**src/rtl/id_ex_alu_stage_if.sv**
```systemverilog
// ID -> EX boundary bundle: decoded slot, stage control and forwarding inputs in,
// ALU operands and registered control out.
interface id_ex_if #(
    parameter int XLEN = 32,
    parameter int REGW = 5
);
    logic            stall;
    logic            flush;
    logic            in_valid;
    logic [XLEN-1:0] in_rs1_data;
    logic [XLEN-1:0] in_rs2_data;
    logic [XLEN-1:0] in_imm;
    logic [REGW-1:0] in_rd;
    logic            in_alu_src;
    logic [1:0]      in_alu_op_class;
    logic [2:0]      in_funct3;
    logic            in_funct7b5;
    logic            in_reg_write;
    logic            in_mem_read;
    logic            in_mem_write;
    logic            in_mem_to_reg;
    logic            in_branch;
    logic [1:0]      fwd_a;
    logic [1:0]      fwd_b;
    logic [XLEN-1:0] ex_mem_result;
    logic [XLEN-1:0] mem_wb_result;
    logic [XLEN-1:0] X;
    logic [XLEN-1:0] Y;
    logic [2:0]      ALUop;
    logic [XLEN-1:0] store_data;
    logic            ex_valid;
    logic            ex_illegal;
    logic [REGW-1:0] ex_rd;
    logic            ex_reg_write;
    logic            ex_mem_read;
    logic            ex_mem_write;
    logic            ex_mem_to_reg;
    logic            ex_branch;

    modport master (
        output stall, flush, in_valid, in_rs1_data, in_rs2_data, in_imm, in_rd,
               in_alu_src, in_alu_op_class, in_funct3, in_funct7b5,
               in_reg_write, in_mem_read, in_mem_write, in_mem_to_reg, in_branch,
               fwd_a, fwd_b, ex_mem_result, mem_wb_result,
        input  X, Y, ALUop, store_data, ex_valid, ex_illegal, ex_rd,
               ex_reg_write, ex_mem_read, ex_mem_write, ex_mem_to_reg, ex_branch
    );

    modport slave (
        input  stall, flush, in_valid, in_rs1_data, in_rs2_data, in_imm, in_rd,
               in_alu_src, in_alu_op_class, in_funct3, in_funct7b5,
               in_reg_write, in_mem_read, in_mem_write, in_mem_to_reg, in_branch,
               fwd_a, fwd_b, ex_mem_result, mem_wb_result,
        output X, Y, ALUop, store_data, ex_valid, ex_illegal, ex_rd,
               ex_reg_write, ex_mem_read, ex_mem_write, ex_mem_to_reg, ex_branch
    );
endinterface

```
**src/rtl/id_ex_alu_stage.sv**
```systemverilog
// ID/EX register with ALU-op decode and operand forwarding; 1 cycle ID -> X/Y/ALUop.
// No valid/ready: stall holds the whole slot, flush loads a bubble (flush beats stall).
module id_ex_alu_stage #(
    parameter int XLEN = 32,
    parameter int REGW = 5
) (
    input  logic   clk,
    input  logic   reset,
    id_ex_if.slave bus
);
    localparam logic [2:0] OP_AND = 3'b000;
    localparam logic [2:0] OP_OR  = 3'b001;
    localparam logic [2:0] OP_ADD = 3'b010;
    localparam logic [2:0] OP_SUB = 3'b011;
    localparam logic [2:0] OP_SRL = 3'b100;

    typedef struct packed {
        logic            valid;
        logic            illegal;
        logic [2:0]      alu_op;
        logic            alu_src;
        logic [REGW-1:0] rd;
        logic [XLEN-1:0] rs1;
        logic [XLEN-1:0] rs2;
        logic [XLEN-1:0] imm;
        logic            reg_write;
        logic            mem_read;
        logic            mem_write;
        logic            mem_to_reg;
        logic            branch;
    } stage_t;

    stage_t          stage_q, stage_d;
    logic [2:0]      dec_op;
    logic            dec_illegal;
    logic [XLEN-1:0] fwd_a_dat, fwd_b_dat, y_raw;

    always_comb begin
        dec_op      = OP_AND;
        dec_illegal = 1'b0;
        unique case (bus.in_alu_op_class)
            2'b00: dec_op = OP_ADD;
            2'b01: dec_op = OP_SUB;
            default: begin
                // R-type honours bit 30 on f3=000; I-type ADDI ignores it
                unique case (bus.in_funct3)
                    3'b000: dec_op = (bus.in_alu_op_class == 2'b10 && bus.in_funct7b5) ? OP_SUB : OP_ADD;
                    3'b111: dec_op = OP_AND;
                    3'b110: dec_op = OP_OR;
                    3'b101: begin
                        if (!bus.in_funct7b5) dec_op = OP_SRL;
                        else                  dec_illegal = 1'b1;
                    end
                    default: dec_illegal = 1'b1;
                endcase
            end
        endcase
    end

    always_comb begin
        stage_d = stage_q;
        if (bus.flush) begin
            stage_d = '0;
        end else if (!bus.stall) begin
            stage_d.valid      = bus.in_valid;
            stage_d.illegal    = dec_illegal;
            stage_d.alu_op     = dec_op;
            stage_d.alu_src    = bus.in_alu_src;
            stage_d.rd         = bus.in_rd;
            stage_d.rs1        = bus.in_rs1_data;
            stage_d.rs2        = bus.in_rs2_data;
            stage_d.imm        = bus.in_imm;
            // an unsupported encoding must not write architectural state
            stage_d.reg_write  = bus.in_reg_write & ~dec_illegal;
            stage_d.mem_read   = bus.in_mem_read;
            stage_d.mem_write  = bus.in_mem_write & ~dec_illegal;
            stage_d.mem_to_reg = bus.in_mem_to_reg;
            stage_d.branch     = bus.in_branch;
        end
    end

    always_ff @(posedge clk) begin
        if (reset) stage_q <= '0;
        else       stage_q <= stage_d;
    end

    always_comb begin
        unique case (bus.fwd_a)
            2'b01:   fwd_a_dat = bus.mem_wb_result;
            2'b10:   fwd_a_dat = bus.ex_mem_result;
            default: fwd_a_dat = stage_q.rs1;
        endcase
        unique case (bus.fwd_b)
            2'b01:   fwd_b_dat = bus.mem_wb_result;
            2'b10:   fwd_b_dat = bus.ex_mem_result;
            default: fwd_b_dat = stage_q.rs2;
        endcase
        y_raw = stage_q.alu_src ? stage_q.imm : fwd_b_dat;
    end

    assign bus.X          = fwd_a_dat;
    assign bus.Y          = (stage_q.alu_op == OP_SRL) ? {{(XLEN-5){1'b0}}, y_raw[4:0]} : y_raw;
    assign bus.ALUop      = stage_q.alu_op;
    assign bus.store_data = fwd_b_dat;
    assign bus.ex_valid      = stage_q.valid;
    assign bus.ex_illegal    = stage_q.illegal;
    assign bus.ex_rd         = stage_q.rd;
    assign bus.ex_reg_write  = stage_q.reg_write;
    assign bus.ex_mem_read   = stage_q.mem_read;
    assign bus.ex_mem_write  = stage_q.mem_write;
    assign bus.ex_mem_to_reg = stage_q.mem_to_reg;
    assign bus.ex_branch     = stage_q.branch;
endmodule

```
**src/flat_wrapper.sv**
```systemverilog
// flat-port wrapper written by rule: the top's interface ports become plain ports
module id_ex_alu_stage_flat 
#(
    parameter int XLEN = 32,
    parameter int REGW = 5
)
  (clk, reset, bus_stall, bus_flush, bus_in_valid, bus_in_rs1_data, bus_in_rs2_data, bus_in_imm, bus_in_rd, bus_in_alu_src, bus_in_alu_op_class, bus_in_funct3, bus_in_funct7b5, bus_in_reg_write, bus_in_mem_read, bus_in_mem_write, bus_in_mem_to_reg, bus_in_branch, bus_fwd_a, bus_fwd_b, bus_ex_mem_result, bus_mem_wb_result, bus_X, bus_Y, bus_ALUop, bus_store_data, bus_ex_valid, bus_ex_illegal, bus_ex_rd, bus_ex_reg_write, bus_ex_mem_read, bus_ex_mem_write, bus_ex_mem_to_reg, bus_ex_branch);
  id_ex_if #(.XLEN(XLEN), .REGW(REGW)) bus_i ();
  input  logic clk;
  input  logic reset;
  input wire logic [$bits(bus_i.stall)-1:0] bus_stall;
  input wire logic [$bits(bus_i.flush)-1:0] bus_flush;
  input wire logic [$bits(bus_i.in_valid)-1:0] bus_in_valid;
  input wire logic [$bits(bus_i.in_rs1_data)-1:0] bus_in_rs1_data;
  input wire logic [$bits(bus_i.in_rs2_data)-1:0] bus_in_rs2_data;
  input wire logic [$bits(bus_i.in_imm)-1:0] bus_in_imm;
  input wire logic [$bits(bus_i.in_rd)-1:0] bus_in_rd;
  input wire logic [$bits(bus_i.in_alu_src)-1:0] bus_in_alu_src;
  input wire logic [$bits(bus_i.in_alu_op_class)-1:0] bus_in_alu_op_class;
  input wire logic [$bits(bus_i.in_funct3)-1:0] bus_in_funct3;
  input wire logic [$bits(bus_i.in_funct7b5)-1:0] bus_in_funct7b5;
  input wire logic [$bits(bus_i.in_reg_write)-1:0] bus_in_reg_write;
  input wire logic [$bits(bus_i.in_mem_read)-1:0] bus_in_mem_read;
  input wire logic [$bits(bus_i.in_mem_write)-1:0] bus_in_mem_write;
  input wire logic [$bits(bus_i.in_mem_to_reg)-1:0] bus_in_mem_to_reg;
  input wire logic [$bits(bus_i.in_branch)-1:0] bus_in_branch;
  input wire logic [$bits(bus_i.fwd_a)-1:0] bus_fwd_a;
  input wire logic [$bits(bus_i.fwd_b)-1:0] bus_fwd_b;
  input wire logic [$bits(bus_i.ex_mem_result)-1:0] bus_ex_mem_result;
  input wire logic [$bits(bus_i.mem_wb_result)-1:0] bus_mem_wb_result;
  output wire logic [$bits(bus_i.X)-1:0] bus_X;
  output wire logic [$bits(bus_i.Y)-1:0] bus_Y;
  output wire logic [$bits(bus_i.ALUop)-1:0] bus_ALUop;
  output wire logic [$bits(bus_i.store_data)-1:0] bus_store_data;
  output wire logic [$bits(bus_i.ex_valid)-1:0] bus_ex_valid;
  output wire logic [$bits(bus_i.ex_illegal)-1:0] bus_ex_illegal;
  output wire logic [$bits(bus_i.ex_rd)-1:0] bus_ex_rd;
  output wire logic [$bits(bus_i.ex_reg_write)-1:0] bus_ex_reg_write;
  output wire logic [$bits(bus_i.ex_mem_read)-1:0] bus_ex_mem_read;
  output wire logic [$bits(bus_i.ex_mem_write)-1:0] bus_ex_mem_write;
  output wire logic [$bits(bus_i.ex_mem_to_reg)-1:0] bus_ex_mem_to_reg;
  output wire logic [$bits(bus_i.ex_branch)-1:0] bus_ex_branch;
  assign bus_i.stall = bus_stall;
  assign bus_i.flush = bus_flush;
  assign bus_i.in_valid = bus_in_valid;
  assign bus_i.in_rs1_data = bus_in_rs1_data;
  assign bus_i.in_rs2_data = bus_in_rs2_data;
  assign bus_i.in_imm = bus_in_imm;
  assign bus_i.in_rd = bus_in_rd;
  assign bus_i.in_alu_src = bus_in_alu_src;
  assign bus_i.in_alu_op_class = bus_in_alu_op_class;
  assign bus_i.in_funct3 = bus_in_funct3;
  assign bus_i.in_funct7b5 = bus_in_funct7b5;
  assign bus_i.in_reg_write = bus_in_reg_write;
  assign bus_i.in_mem_read = bus_in_mem_read;
  assign bus_i.in_mem_write = bus_in_mem_write;
  assign bus_i.in_mem_to_reg = bus_in_mem_to_reg;
  assign bus_i.in_branch = bus_in_branch;
  assign bus_i.fwd_a = bus_fwd_a;
  assign bus_i.fwd_b = bus_fwd_b;
  assign bus_i.ex_mem_result = bus_ex_mem_result;
  assign bus_i.mem_wb_result = bus_mem_wb_result;
  assign bus_X = bus_i.X;
  assign bus_Y = bus_i.Y;
  assign bus_ALUop = bus_i.ALUop;
  assign bus_store_data = bus_i.store_data;
  assign bus_ex_valid = bus_i.ex_valid;
  assign bus_ex_illegal = bus_i.ex_illegal;
  assign bus_ex_rd = bus_i.ex_rd;
  assign bus_ex_reg_write = bus_i.ex_reg_write;
  assign bus_ex_mem_read = bus_i.ex_mem_read;
  assign bus_ex_mem_write = bus_i.ex_mem_write;
  assign bus_ex_mem_to_reg = bus_i.ex_mem_to_reg;
  assign bus_ex_branch = bus_i.ex_branch;
  id_ex_alu_stage #(.XLEN(XLEN), .REGW(REGW)) u_core (.clk(clk), .reset(reset), .bus(bus_i));
endmodule
```
**config.mk**
```make
export PLATFORM = sky130hd
export DESIGN_NAME = id_ex_alu_stage_flat
export DESIGN_NICKNAME = d
export VERILOG_FILES = /design/src/rtl/id_ex_alu_stage_if.sv /design/src/rtl/id_ex_alu_stage.sv /design/src/flat_wrapper.sv
export SDC_FILE = /design/constraint.sdc
export NUM_CORES = 1
export LEC_CHECK = 0
export ABC_AREA = 1
export CAP_MARGIN = 20
export CORE_ASPECT_RATIO = 1.1
export CORE_MARGIN = 1
export CORE_UTILIZATION = 37
export DETAILED_ROUTE_END_ITERATION = 10
export PLACE_DENSITY = 0.78
export SLEW_MARGIN = 0
export SYNTH_ARGS = -nofsm -noshare
export SYNTH_HDL_FRONTEND = slang
export SYNTH_SLANG_ARGS = --single-unit
export TNS_END_PERCENT = 100
```
**constraint.sdc**
```tcl
create_clock -name clk -period 1.45 [get_ports clk]
set_clock_uncertainty 0.2 [all_clocks]
set_input_delay 0.145 -clock clk [delete_from_list [all_inputs] [get_ports clk]]
set_output_delay 0.145 -clock clk [all_outputs]
set_load 0.05 [all_outputs]
```
After elaboration in Yosys (flattened, before gate mapping) --
Index checks and enable logic that the tools add are counted. W data, S select, Z words.
Word-level totals: register bits 112, input bits 186
Cells by class: equal/unequal tests 10, muxes and demuxes 11, bitwise gates (word level) 3, reductions and logical operators 6
Operators with widths (number):
- $pmux W32 S2 | 2
- $mux W32 | 2
- $eq A3 B3 Y1 const B | 4
- $pmux W3 S3 | 1
- $eq A2 B1 Y1 const B | 3
- $eq A2 B2 Y1 const B | 3
- $pmux W3 S2 | 1
- $reduce_or A2 Y1 | 2
- $logic_not A3 Y1 | 1
- $mux W1 | 3
- $mux W3 | 1
- $reduce_or A3 Y1 | 1
- $and A1 B1 Y1 | 2
- $logic_not A2 Y1 | 1
- $pmux W1 S2 | 1
- $logic_and A1 B1 Y1 | 1
- $not A1 Y1 | 1

Longest topological paths before layout --
depth in word-level cells 6, depth in mapped cells 8, gate-level depth less buffers 7

Worst setup path before layout --
OpenSTA, ideal clock, no wires.
path kind input port to output port, from input port bus_fwd_b[0], to output port bus_Y[0], arrival time 2060 ps, data required time 1105 ps, path slack -955 ps, stages 8, buffers on the path 1, cells stage by stage inv_1 > ha_1 > inv_2 > buf_6 > nor2_1 > a21oi_1 > nand2_1 > nand2_1
Between the ends: word-level cells in the longest chain between the ends 4
Ends and longest elaborated chain:
- start, declared | line flat_wrapper.sv:28 | input wire logic [$bits(bus_i.fwd_b)-1:0] bus_fwd_b;
- $eq A2 B2 Y1 / $eq A2 B1 Y1 (equally long branches) | line id_ex_alu_stage.sv:93 | unique case (bus.fwd_b)
- $pmux W32 S2 * | line id_ex_alu_stage.sv:93
- via bus_store_data[0] | line flat_wrapper.sv:34 | output wire logic [$bits(bus_i.store_data)-1:0] bus_store_data;
- $mux W32 * | line id_ex_alu_stage.sv:98 | y_raw = stage_q.alu_src ? stage_q.imm : fwd_b_dat;
- $mux W32 * | line id_ex_alu_stage.sv:102 | assign bus.Y = (stage_q.alu_op == OP_SRL) ? {{(XLEN-5){1'b0}}, y_raw[4:0]} : y_raw;
- end, declared | line flat_wrapper.sv:32 | output wire logic [$bits(bus_i.Y)-1:0] bus_Y;
The timed path passes the listed nets; every way through them passes the cells marked *.

Worst setup path after layout --
from input port bus_fwd_b[1], to output port bus_Y[7]
Between the ends: word-level cells in the longest chain between the ends 4
Ends and longest elaborated chain (line):
- $eq A2 B2 Y1 / $eq A2 B1 Y1 (equally long branches) | id_ex_alu_stage.sv:93
- $pmux W32 S2 * | id_ex_alu_stage.sv:93
- $mux W32 * | id_ex_alu_stage.sv:98
- $mux W32 * | id_ex_alu_stage.sv:102
Every way passes the cells marked *; elsewhere a longest branch is shown, timed or not.

==> reports/summary.txt <==
Maximum vdd drop - 0.000857 V
GR Util met1 - 35.8%
Final core area utilization - 90.4%
Placed insts - 1435
Placed inst area - 11700 µm²
R2r worst-path depth - 4
Initial DRC count - 682
Finish-stage setup viols - 96
Largest net degree at the start of global routing - 78
Worst setup path category - in2out
Violations in the final reports - negative setup slack
Drt pass-1 iters - 5
Worst R2R Start - u_core.stage_q[106]
Layout area overhead - 140%
Total core area - 15700 µm²
Synth area leaders - dfxtp_1 38%, nand2_1 21%, a21oi_1 18%, inv_1 4.1%, o21a_1 3.4%
Area share of the largest cell type after synthesis - 38.0%
Post-synthesis sequential area ratio - 38.0%
Register-to-Register Setup Slack - 200 ps
Die Span Y - 135 µm
Global route overflow - 0
Count leader, synth - nand2_1
Worst-case clock buffer depth - 2
Max cap viols - 0
Total wire length - 35.2 mm
Met3 Usage GRT - 11.2%
Post-synth EDFFs - 0
Cell Chain, Critical Path - buf_8 -> buf_6 -> ha_4 -> buf_12 -> inv_8 -> clkbuf_16 -> o21a_4 -> a21oi_4 -> buf_12
Clock-pin slew of the registers on the worst-case setup and hold paths - 80 ps
Post-Syn Area - 5910 µm²
Fillers - 640
Fin area - 14200 µm²
Final critical-path share of the clock period - 136%
Beginning of the worst hold path - bus_stall
Synth top cells by count - 325 x nand2_1, 213 x a21oi_1, 112 x dfxtp_1
Final min period - 1970 ps
Synth area leader - dfxtp_1
Fmax achieved - 509 MHz
Async SR Flop Fraction - 0%
Num Clock Sinks - 112
Worst Slack Setup Final - -515 ps
Global route hottest layer - met2
Post-DP HPWL - 18.9 mm
Root buf cell - clkbuf_16
Die W - 122 µm
Total power - 12.0 mW
Slew Limit Fails - 0
DRC violations left - 0
H-Tree Depth - 3
Via count - 8639
Post-Layout Cell Count - 1493
Largest reg by FF count - u_core.stage_q
Global routing usage on met2 - 66.6%
Place WS - -916 ps
RSZ-0062 raised after global routing - true
Initial antenna violation count - 3
IO Pins - 297
Vias in the first global route - 8692
Worst Tran Pin Value - 495 ps
RePlAce Congestion - 0.875
Worst path max stage delay - 340 ps
Register area - 2250 µm²
Area of the multi-input gates - 5220 µm²
CP Capture Type - primary output
Worst min path class - in2reg
CTS tree - done
Post-Route Setup TNS - -32300 ps
Num CTS Buffers - 9
Site row count - 48
WL/cell - 23.5 µm
Detail Route Antenna Nets - 0
Max-slew headroom - 67.0%
GR Util All Layers - 37.2%
Max reg flops - 97
Synthesis warning total - 0
Starting density of the core - 37.7%
Hold Crit Endpoint - u_core.stage_q[48]
Net total in the final layout - 1475
FF-to-FF End - u_core.stage_q[106]
Static Leak - 5.65 nW
Slowest CP cell - ha_4
Critical Path Fanout Max - 6
Syn Area/Cell - 6.33 µm²
Outcome - complete, but fails checks
Startpoint types - input port
WP data required - 1110 ps
Mapped Nets - 1123
WP data arrival - 1620 ps
Yosys cell types - 19
Via-per-instance ratio - 5.79
Final Hold Viols - 0
Hold Crit Depth - 3
DIE AREA - 16500 µm²
Worst-Skew Late Latency - 370 ps
Worst hold slack - 83.6 ps
Share of cells above drive strength 1 - 44.7%
Most common cell on crit path - buf_12
First-pass GRT wire length - 46.3 mm
I/O Buffers - 296
Synth Instances - 933
Pwr Density - 850 nW/µm²
Synth Register Bits - 112
Top_reg_cell synth - dfxtp_1
[where the power goes]
part | leakage (nW) | internal (mW) | switching, mW
registers | 0.915 | 3.18 | 0.0870
clock network | 0.137 | 1.20 | 1.38
logic | 4.60 | 2.95 | 3.23
[cell families (layout without fill, tap and decap cells)]
family | after synthesis | after routing | share of synthesized area [%]
AO/OA/AOI/OAI | 301 | 301 | 26.7
adder cells (fa/ha/maj) | 4 | 4 | 0.847
buffers and inverters | 144 | 501 | 10.7
flip-flops | 112 | 112 | 38.0
other | 0 | 3 | 0
AND/OR/NAND/NOR | 372 | 372 | 23.8
[timing repair]
| action | 4_1_cts | 5_1_grt |
|---|---|---|
| hold buffers | 0 | 0 |
| buffers inserted | 16 | 13 |
| gates cloned | 14 | 6 |
| gates resized for setup | 342 | 146 |
| setup endpoints to repair | 96 | 97 |
| pin swaps | 68 | 41 |
| endpoints found under the hold margin | 0 | 0 |
[critical path, delay by kind of cell]
kind / cells / cell delay, ps
AOI/OAI and AO/OA: 2 / 400
buffers and inverters: 6 / 700
adders and majority gates: 1 / 340
[area by class of cell]
| class | instances | area share, % |
|---|---|---|
| multi-input cells | 677 | 36.9 |
| repair inverters | 1 | 0.0795 |
| repair buffers | 417 | 40.9 |
| clock buffers | 9 | 1.59 |
| inverters | 67 | 2.45 |
| diodes | 3 | 0.0530 |
| flip-flops and latches | 112 | 15.9 |
| well taps | 200 | 1.77 |
| clock inverters | 7 | 0.459 |
[placed cells by master, fill, tap and decap left out, types with 11 or more instances in the layout]
master,count
nand2_1,236
clkdlybuf4s50_1,162
buf_12,144
a21oi_1,112
dfxtp_1,109
a21oi_4,92
buf_4,50
nand2_2,46
nand2_4,43
nor2_4,35
o21ai_1,32
inv_1,31
o21a_4,27
buf_6,20
o21ai_2,16
dlygate4sd2_1,15
inv_2,14
clkbuf_16,13
inv_4,11
[worst max-delay path by stage]
stage                              startpoint           endpoint  slack, ps  cells after the start
after floorplan                  bus_fwd_b[0]          bus_Y[10]       -190                      7
after global placement           bus_fwd_b[0]          bus_Y[17]       -890                      9
after detailed placement         bus_fwd_b[0]  bus_store_data[8]       -920                      9
after CTS                 u_core.bus.ALUop[0]          bus_Y[18]       -410                      7
after global routing             bus_fwd_b[1]           bus_Y[7]       -530                      9
final                            bus_fwd_b[1]           bus_Y[7]       -520                      9
[routing by layer]
metal	wire, µm	share of wire [%]
met1	11900	34
met2	17500	50
met4	2850	8.1
met5	0	0
met3	2920	8.3
Power figures use the tool's default switching activity.
